$ cat config.mk
export PLATFORM = sky130hd
export DESIGN_NAME = imem_loader
export DESIGN_NICKNAME = d
export VERILOG_FILES = /design/src/rtl/imem_loader.sv
export SDC_FILE = /design/constraint.sdc
export NUM_CORES = 1
export LEC_CHECK = 0
export ABC_AREA = 1
export ABC_CLOCK_PERIOD_IN_PS = 4700
export CORE_MARGIN = 5
export CORE_UTILIZATION = 49
export CTS_BUF_LIST = sky130_fd_sc_hd__clkbuf_4 sky130_fd_sc_hd__clkbuf_8
export CTS_CLUSTER_SIZE = 12
export DETAILED_ROUTE_END_ITERATION = 8
export HOLD_SLACK_MARGIN = 0.06
export PLACE_DENSITY = 0.91
export SLEW_MARGIN = 25
export SYNTH_ARGS = -nofsm -noshare
export SYNTH_HDL_FRONTEND = slang
export SYNTH_SLANG_ARGS = --single-unit
$ cat constraint.sdc
create_clock -name clk -period 4.7 [get_ports clk]
set_input_delay 0.94 -clock clk [delete_from_list [all_inputs] [get_ports clk]]
set_output_delay 0.94 -clock clk [all_outputs]
set_load 0.005 [all_outputs]
$ cat src/rtl/imem_loader.sv
// imem_loader: boot-time loader that streams a counted program into cpu instruction memory.
// Optional readback check of the loaded image when IMEM_LOADER_VERIFY_EN is defined.
module imem_loader #(
  parameter int unsigned ADDR_W    = 9,
  parameter int unsigned CNT_W     = 16,
  parameter logic [63:0] BASE_ADDR = 64'h0
) (
  input  logic             clk,
  input  logic             arst,
  input  logic             start,
  input  logic             s_valid,
  input  logic [7:0]       s_data,
  output logic             s_ready,
  output logic [63:0]      addr_ext,
  output logic             wen_ext,
  output logic             ren_ext,
  output logic [31:0]      wdata_ext,
  input  logic [31:0]      rdata_ext,
  output logic             cpu_enable,
  output logic             busy,
  output logic             done,
  output logic             error,
  output logic [CNT_W-1:0] words_loaded
);

  localparam int unsigned MAX_WORDS = 1 << ADDR_W;

  typedef enum logic [2:0] {
    ST_IDLE,
    ST_HDR,
    ST_DATA,
    ST_WRITE,
`ifdef IMEM_LOADER_VERIFY_EN
    ST_VRD,
    ST_VCMP,
`endif
    ST_DONE,
    ST_ERROR
  } state_t;

  state_t            state_q, state_d;
  logic [1:0]        byte_q, byte_d;
  logic [31:0]       word_q, word_d, shifted;
  logic [CNT_W-1:0]  cnt_q, cnt_d, idx_q, idx_d, idx_inc, loaded_d, hdr_n;
  logic [31:0]       wchk_q, wchk_d, wdata_d;
  logic [63:0]       addr_d;
  logic              wen_d, s_ready_d, busy_d, done_d, error_d, xfer;
`ifdef IMEM_LOADER_VERIFY_EN
  logic [31:0]       rchk_q, rchk_d;
  logic              ren_d;
`else
  logic              unused_rdata;
  assign unused_rdata = ^rdata_ext;
  assign ren_ext      = 1'b0;
`endif

  // Next-state and next-output decode; outputs are registered from these.
  always_comb begin
    state_d  = state_q;
    byte_d   = byte_q;
    word_d   = word_q;
    cnt_d    = cnt_q;
    idx_d    = idx_q;
    wchk_d   = wchk_q;
    addr_d   = addr_ext;
    wdata_d  = wdata_ext;
    loaded_d = words_loaded;
    wen_d    = 1'b0;
`ifdef IMEM_LOADER_VERIFY_EN
    rchk_d   = rchk_q;
    ren_d    = 1'b0;
`endif
    xfer     = s_valid && s_ready;
    shifted  = {s_data, word_q[31:8]};
    hdr_n    = CNT_W'(shifted[31:16]);
    idx_inc  = idx_q + CNT_W'(1);

    unique case (state_q)
      ST_IDLE, ST_DONE, ST_ERROR: begin
        if (start) begin
          state_d  = ST_HDR;
          byte_d   = '0;
          cnt_d    = '0;
          idx_d    = '0;
          wchk_d   = '0;
          loaded_d = '0;
`ifdef IMEM_LOADER_VERIFY_EN
          rchk_d   = '0;
`endif
        end
      end
      ST_HDR: begin
        if (xfer) begin
          word_d = shifted;
          byte_d = byte_q + 2'd1;
          if (byte_q == 2'd1) begin
            byte_d = '0;
            cnt_d  = hdr_n;
            if (shifted[31:16] == 16'd0)
              state_d = ST_DONE;
            else if ({16'd0, shifted[31:16]} > 32'(MAX_WORDS))
              state_d = ST_ERROR;
            else
              state_d = ST_DATA;
          end
        end
      end
      ST_DATA: begin
        if (xfer) begin
          word_d = shifted;
          byte_d = byte_q + 2'd1;
          if (byte_q == 2'd3) begin
            state_d = ST_WRITE;
            wen_d   = 1'b1;
            addr_d  = BASE_ADDR + (64'(idx_q) << 2);
            wdata_d = shifted;
          end
        end
      end
      ST_WRITE: begin
        wchk_d   = wchk_q ^ wdata_ext;
        idx_d    = idx_inc;
        loaded_d = idx_inc;
        if (idx_inc == cnt_q) begin
`ifdef IMEM_LOADER_VERIFY_EN
          state_d = ST_VRD;
          idx_d   = '0;
          ren_d   = 1'b1;
          addr_d  = BASE_ADDR;
`else
          state_d = ST_DONE;
`endif
        end else begin
          state_d = ST_DATA;
        end
      end
`ifdef IMEM_LOADER_VERIFY_EN
      ST_VRD: state_d = ST_VCMP;
      // Read data for word idx_q arrives in this cycle.
      ST_VCMP: begin
        rchk_d = rchk_q ^ rdata_ext;
        idx_d  = idx_inc;
        if (idx_inc == cnt_q) begin
          state_d = (rchk_d == wchk_q) ? ST_DONE : ST_ERROR;
        end else begin
          state_d = ST_VRD;
          ren_d   = 1'b1;
          addr_d  = BASE_ADDR + (64'(idx_inc) << 2);
        end
      end
`endif
      default: state_d = ST_IDLE;
    endcase

    s_ready_d = (state_d == ST_HDR) || (state_d == ST_DATA);
    busy_d    = !((state_d == ST_IDLE) || (state_d == ST_DONE) || (state_d == ST_ERROR));
    done_d    = (state_d == ST_DONE);
    error_d   = (state_d == ST_ERROR);
  end

  always_ff @(posedge clk or posedge arst) begin
    if (arst) begin
      state_q      <= ST_IDLE;
      byte_q       <= '0;
      word_q       <= '0;
      cnt_q        <= '0;
      idx_q        <= '0;
      wchk_q       <= '0;
      s_ready      <= 1'b0;
      addr_ext     <= '0;
      wen_ext      <= 1'b0;
      wdata_ext    <= '0;
      cpu_enable   <= 1'b0;
      busy         <= 1'b0;
      done         <= 1'b0;
      error        <= 1'b0;
      words_loaded <= '0;
`ifdef IMEM_LOADER_VERIFY_EN
      rchk_q       <= '0;
      ren_ext      <= 1'b0;
`endif
    end else begin
      state_q      <= state_d;
      byte_q       <= byte_d;
      word_q       <= word_d;
      cnt_q        <= cnt_d;
      idx_q        <= idx_d;
      wchk_q       <= wchk_d;
      s_ready      <= s_ready_d;
      addr_ext     <= addr_d;
      wen_ext      <= wen_d;
      wdata_ext    <= wdata_d;
      cpu_enable   <= done_d;
      busy         <= busy_d;
      done         <= done_d;
      error        <= error_d;
      words_loaded <= loaded_d;
`ifdef IMEM_LOADER_VERIFY_EN
      rchk_q       <= rchk_d;
      ren_ext      <= ren_d;
`endif
    end
  end

endmodule

==> results of run 1 <==
how the worst min path moves through the flow:
stage / from / endpoint / slack (ns) / cells past startpoint
2_1_floorplan: word_q[8] / wdata_ext[0] / 0.44 / 2
3_3_place_gp: word_q[14] / wdata_ext[6] / 0.46 / 2
3_5_place_dp: word_q[9] / wdata_ext[1] / 0.46 / 2
4_1_cts: word_q[9] / wdata_ext[1] / 0.48 / 2
5_1_grt: word_q[9] / wdata_ext[1] / 0.51 / 2
6_report: word_q[9] / wdata_ext[1] / 0.48 / 2
cell usage after synthesis, types with 2 or more instances:
cell / instances / area [µm²]
inv_1: 79 / 297
nand2_1: 177 / 664
buf_4: 50 / 375
nand4_1: 12 / 75.1
nand2_2: 4 / 25.0
o21ai_0: 83 / 415
a21oi_1: 7 / 35.0
nor2_4: 4 / 45.0
o22ai_1: 19 / 119
nand3_1: 44 / 220
dfrtp_1: 114 / 2850
buf_2: 2 / 10.0
xor2_1: 2 / 17.5
nor3_1: 3 / 15.0
clkbuf_1: 16 / 60.1
nor2_2: 8 / 50.1
nor2_1: 14 / 52.6
ha_1: 4 / 50.1
final cells by class:
type	instances	share of cell area (%)
clock buffer	17	3.52
inverter	81	4.65
sequential	114	42.9
timing repair buffer	87	12.9
tap	140	2.63
multi-input combinational	438	31.0
clock inverter	15	2.43
flip-flops by register name, summed over array words and instances (netlist names):
register and cells:
byte_q 2, wdata_ext 32, wen_ext 1, error 1
done 1, cnt_q 16, word_q 24, addr_ext 16
idx_q 16, s_ready 1, state_q 3, busy 1
stage by stage:
step / util (%) / hold WS (ns) / std cells / setup WS (ns)
after global routing: 61.1 / 0.508 / 892 / 2.06
after floorplan: - / 0.442 / 701 / 0.744
final: 61.1 / 0.476 / 892 / 2.24
after detailed placement: 57.4 / 0.461 / 860 / 1.88
after CTS: 61.1 / 0.483 / 892 / 2.24
after global placement: 57.4 / 0.455 / 860 / 1.90
cell families (layout without fill, tap and decap cells):
group,Yosys count,count (layout)
simple gates,267,267
buf+inv,149,200
other cells,1,49
compound gates,114,114
flops,114,114
fa+ha+maj,4,4
xor+xnor,4,4
power by group through the flow:
stage	combinational, W	clock (W)	sequential (W)
after floorplan	0.000562	0	0.00126
after global placement	0.000711	0	0.00127
after detailed placement	0.000733	0	0.00128
after CTS	0.000746	0.000924	0.00126
after global routing	0.000852	0.000968	0.00129
final	0.000751	0.000913	0.00127
cells in the final DEF, fill, tap and decap left out, types with 3 or more instances in the layout:
| cell type | synthesis | final |
|---|---|---|
| nand2_1 | 177 | 177 |
| dfrtp_1 | 114 | 114 |
| o21ai_0 | 83 | 83 |
| clkdlybuf4s50_1 | 0 | 81 |
| inv_1 | 79 | 78 |
| conb_1 | 1 | 49 |
| nand3_1 | 44 | 43 |
| o22ai_1 | 19 | 19 |
| clkbuf_8 | 0 | 17 |
| nor2_1 | 14 | 14 |
| nand4_1 | 12 | 12 |
| nor2_2 | 8 | 8 |
| a21oi_1 | 7 | 7 |
| inv_6 | 0 | 7 |
| buf_4 | 50 | 6 |
| nor2_4 | 4 | 4 |
| nand2_2 | 4 | 4 |
| ha_1 | 4 | 4 |
| inv_8 | 0 | 4 |
| clkinv_4 | 0 | 3 |
routing by layer:
layer | global-route usage, % | up-vias | part of all wire, %
met5 | 0 | - | 0
li1 | - | 2184 | -
met3 | 5.27 | 33 | 7.8
met2 | 32.4 | 187 | 49
met1 | 26.3 | 2169 | 41
met4 | 7.35 | 0 | 2.0
==> metrics.cfg, run 1 <==
[synthesis]
synth_xor_area_share_pct = 0.891
netlist_area_mm2 = 0.00548
synth_compound_area_share_pct = 11.2
syn_inst = 653
postSynthAreaPerCell_um2 = 8.38
synth_top_family_by_area = simple AND/OR/NAND/NOR gates
async_reset_ff_share_pct = 100
ys_ff_latch = 114
synthSimpleGateAreaFrac_pct = 21.2
synth_ff_type = dfrtp_1
synth_adder_area_share_pct = 0.914
synth_cell_types = 29
seq_area_frac_synth_pct = 52.1
yosysWarnings = 0
synthMuxAreaShare_pct = 0
synth_edf_count = 0

[floorplan]
io-pin-count = 163
die_y_um = 116
placementRows = 38
die-area_mm2 = 0.0134
start_util_pct = 50.3
coreArea_mm2 = 0.0109
die_w_um = 116

[worst_setup_path]
rrSetupSlack_ns = 2.40
crit_family = buffers and inverters
critPathBufInv = 1
path_cells = clkdlybuf4s50_1
critPathCaptureType = output pin
critPathLaunchType = flip-flop
r2r_start = idx_q[0]
critPathMaxStageDelay_ns = 0.58
rr_endpoint = busy
crit_path_end = words_loaded[7]
cp_slowest_cell = clkdlybuf4s50_1
critical_path.startpoint = idx_q[7]
cp.arrival_ns = 1.52
cp_max_fo = 6
cp.depth = 1
r2r_cells = 14
crit_required_ns = 3.76
critPathKind = reg2out

[clocking]
numCtsBuffers = 17
clkLatencyLatePin_ns = 0.44
clockBufferDepth = 2
cts_tree = done
htreeDepth = 4
cts_resized = 0
cts_setup_buffers = 0
hold_buffers = 0
clkTransAtPathRegs_ns = 0.08
cts-root-buf = clkbuf_8
cts_num_sinks = 114

[layout]
regArea_mm2 = 0.00285
fin_nets = 787
syn2layout_area_growth_pct = 21.5
layout-drive-gt1-share_pct = 7.98
multi_input_area_mm2 = 0.00206
fill_cells = 903
final_area_mm2 = 0.00665
antenna-diode-count = 0

[timing]
timing.slew.headroom_pct = 51.8
tns_ns = 0
period_share_pct = 52.4
worst_slew_pin_slew_ns = 0.723
min_period_ns = 2.46
fmax_ghz = 0.406
slew_viol_final = 0
skew_ns = 0.0114
rsz0062_at_grt = false
hold_violations = 0
setup_viol = 0

[global_routing]
antenna_found_initial = 0
grt_use_total_pct = 20.1
grt_pass1_wl_mm = 21.2
grt.overflow.total = 0
grt_pass1_vias = 4421
grt_start_max_net_pins = 86

[pwr]
power_frac_comb_pct = 25.6
total_power_w = 0.00293
pwr-share-seq_pct = 43.2
power.internal_w = 0.00186
irDropWorstVdd_mv = 0.202
switching_power_w = 0.00107
leakage_nw = 3.18
powerDensity_mw_per_mm2 = 441
power_frac_clock_pct = 31.2
swShare_pct = 36.5

[route]
vias_per_cell = 5.13
ant_nets = 0
firstDrtPassIters = 5
vias = 4573
drt_iter0_drc = 493
drc = 0
routed_wirelength_mm = 13.0
wl_per_cell_um = 14.6

[run_status]
status = complete, no violations

[worst_hold_path]
hp-class = reg2reg

[placement]
dp.final_hpwl_mm = 9.27
gp_congestion = 0.888
portBuffers = 81
dpl_cell_area_mm2 = 0.00625

[run]
cap_violations = 0

Note: power is estimated with default switching activity, not from simulation.
==> run 2, diff against run 1 <==
Settings changed: ABC_CLOCK_PERIOD_IN_PS 4700 to 2200, CORE_UTILIZATION 49 to 44, PLACE_DENSITY 0.91 to 0.86.
Clock period 4.7 ns to 2.2 ns, I/O delays scaled along.
==> metrics.cfg, run 2 (same netlist as run 1, synthesis figures left out) <==
[floorplan]
die_w_um = 122  ; was 116 µm
die_y_um = 122  ; was 116 µm
start_util_pct = 45.2  ; was 50.3%
die-area_mm2 = 0.0148  ; was 0.0134 mm²
coreArea_mm2 = 0.0121  ; was 0.0109 mm²
placementRows = 40  ; was 38
io-pin-count = 163  ; unchanged

[worst_setup_path]
critPathBufInv = 1  ; unchanged
cp_max_fo = 7  ; was 6
crit_top_cell = nand2_1
rr_endpoint = busy  ; unchanged
cp.arrival_ns = 2.36  ; was 1.52 ns
critPathKind = reg2reg  ; was reg2out
crit_family = simple AND/OR/NAND/NOR gates  ; was buffers and inverters
path_cells = ha_2 -> nand2_2 -> nor2_4 -> nand2_2 -> o21ai_2 -> nand2_1 -> nand2_1 -> nand3_1 -> nor2_2 -> nand3_1 -> nand2_1 -> nand3_1 -> nand2_1 -> inv_1  ; was clkdlybuf4s50_1
r2r_start = idx_q[0]  ; unchanged
critPathMaxStageDelay_ns = 0.36  ; was 0.58 ns
crit_required_ns = 2.53  ; was 3.76 ns
critPathCaptureType = flip-flop  ; was output pin
cp_slowest_cell = dfrtp_1  ; was clkdlybuf4s50_1
r2r_cells = 14  ; unchanged
rrSetupSlack_ns = 0.17  ; was 2.40 ns
critPathLaunchType = flip-flop  ; unchanged

[layout]
final_common_cell = nand2_1  ; unchanged
fill_cells = 1129  ; was 903
antenna-diode-count = 0  ; unchanged
layout-drive-gt1-share_pct = 10.2  ; was 7.98%
largest_reg_flops = 32  ; unchanged
syn2layout_area_growth_pct = 24.2  ; was 21.5%
final_area_mm2 = 0.00680  ; was 0.00665 mm²
regArea_mm2 = 0.00285  ; unchanged
top_register = wdata_ext  ; unchanged
multi_input_area_mm2 = 0.00208  ; was 0.00206 mm²
top_regs = wdata_ext x32, word_q x24  ; unchanged
layout_common_cells = nand2_1 (176), dfrtp_1 (114), o21ai_0 (83), clkdlybuf4s50_1 (81), inv_1 (78)  ; was nand2_1 (177), dfrtp_1 (114), o21ai_0 (83), clkdlybuf4s50_1 (81), inv_1 (78)
fin_nets = 802  ; was 787

[worst_hold_path]
whs_path_depth = 2  ; unchanged
hold_end = wdata_ext[6]  ; was wdata_ext[1]
hp-class = reg2reg  ; unchanged
min-delay-start = word_q[14]  ; was word_q[9]

[route]
firstDrtPassIters = 5  ; unchanged
vias_per_cell = 4.72  ; was 5.13
routed_wirelength_mm = 12.8  ; was 13.0 mm
drt_iter0_drc = 363  ; was 493
wl_per_cell_um = 13.7  ; was 14.6 µm
vias = 4413  ; was 4573
drc = 0  ; unchanged
ant_nets = 0  ; unchanged

[placement]
gp_congestion = 0.915  ; was 0.888
portBuffers = 81  ; unchanged
dpl_cell_area_mm2 = 0.00642  ; was 0.00625 mm²
dp.final_hpwl_mm = 9.26  ; was 9.27 mm

[clocking]
clockBufferDepth = 2  ; unchanged
cts_resized = 0  ; unchanged
cts_setup_buffers = 0  ; unchanged
htreeDepth = 4  ; unchanged
clkTransAtPathRegs_ns = 0.07  ; was 0.08 ns
numCtsBuffers = 17  ; unchanged
clkLatencyLatePin_ns = 0.43  ; was 0.44 ns
cts_num_sinks = 114  ; unchanged
hold_buffers = 0  ; unchanged
cts-root-buf = clkbuf_8  ; unchanged
cts_tree = done  ; unchanged

[global_routing]
grt_pass1_wl_mm = 20.8  ; was 21.2 mm
grtUsageMet2_pct = 28.8  ; was 32.4%
grt.overflow.total = 0  ; unchanged
busiest_layer = met2  ; unchanged
grt_start_max_net_pins = 115  ; was 86
antenna_found_initial = 0  ; unchanged
grtUsageMet1_pct = 23.8  ; was 26.3%
met3_usage_pct = 5.06  ; was 5.27%
grt_use_total_pct = 17.8  ; was 20.1%
grt_pass1_vias = 4178  ; was 4421

[pwr]
leakage_nw = 3.24  ; was 3.18 nW
powerDensity_mw_per_mm2 = 908  ; was 441 mW/mm²
irDropWorstVdd_mv = 0.535  ; was 0.202 mV
total_power_w = 0.00618  ; was 0.00293 W

[timing]
rsz0062_at_grt = true  ; was false
hold-worst-slack_ns = 0.475  ; was 0.476 ns
setup_viol = 0  ; unchanged
worst_slew_pin_slew_ns = 0.611  ; was 0.723 ns
min_period_ns = 2.03
hold_violations = 0  ; unchanged
fmax_ghz = 0.492
period_share_pct = 92.3
skew_ns = 0.00905  ; was 0.0114 ns
timing.slew.headroom_pct = 59.1  ; was 51.8%
slew_viol_final = 0  ; unchanged

[run]
cap_violations = 0  ; unchanged

[run_status]
status = complete, no violations  ; unchanged

-- run 2: changes by cell type in the layout (fill, tap and decap cells not counted), sizes merged --
cell / before / now
clkbuf: 17 / 19
buf: 6 / 21
clkinvlp: 1 / 4
clkinv: 4 / 8
inv: 90 / 81
-- run 2: tightest hold or removal path, delay by kind of cell (launching register included) --
family           cells  cell delay [ns]
DFF                  1             0.34
and+or+nand+nor      2             0.11
-- run 2: layout make-up --
| class | count | area share, % |
|---|---|---|
| Tap cell | 168 | 3.09 |
| Timing Repair Buffer | 102 | 14.6 |
| Inverter | 81 | 4.53 |
| Sequential cell | 114 | 41.9 |
| Clock inverter | 13 | 1.66 |
| Clock buffer | 19 | 3.66 |
| Multi-Input combinational cell | 438 | 30.5 |
-- run 2: worst max path at each step --
stage               from           end  slack [ns]  cells past startpoint
4_1_cts         idx_q[0]          busy        0.14                     14
5_1_grt         idx_q[0]          busy       -0.02                     14
3_3_place_gp   s_data[2]          busy         0.1                     11
3_5_place_dp   s_data[7]          busy        0.02                     11
6_report        idx_q[0]          busy        0.17                     14
2_1_floorplan       arst  addr_ext[10]        0.37                      1
-- run 2: report_power, final --
part           total [W]  internal (W)  leakage (nW)  switching (W)
logic            0.00170      0.000654          1.51        0.00105
clock network    0.00178      0.000913         0.183       0.000871
registers        0.00269       0.00248          1.55       0.000209
total            0.00618       0.00405          3.24        0.00213
-- run 2: routing by layer --
metal  part of all wire (%)  vias to the layer above  routed length, µm
li1                       -                     2208                  -
met1                     44                     2052               5660
met2                     48                      141               6210
met3                    6.5                       12                839
met4                   0.94                        0                121
met5                      0                        -                  0
-- run 2: metrics by stage --
step	worst slack (ns)	setup TNS (ns)	instances	utilization [%]
after floorplan	0.372	0	701	-
after global placement	0.0987	0	903	53.0
after detailed placement	0.0174	0	903	53.0
after CTS	0.144	0	935	56.0
after global routing	-0.0214	-0.0214	935	56.2
final	0.169	0	935	56.2
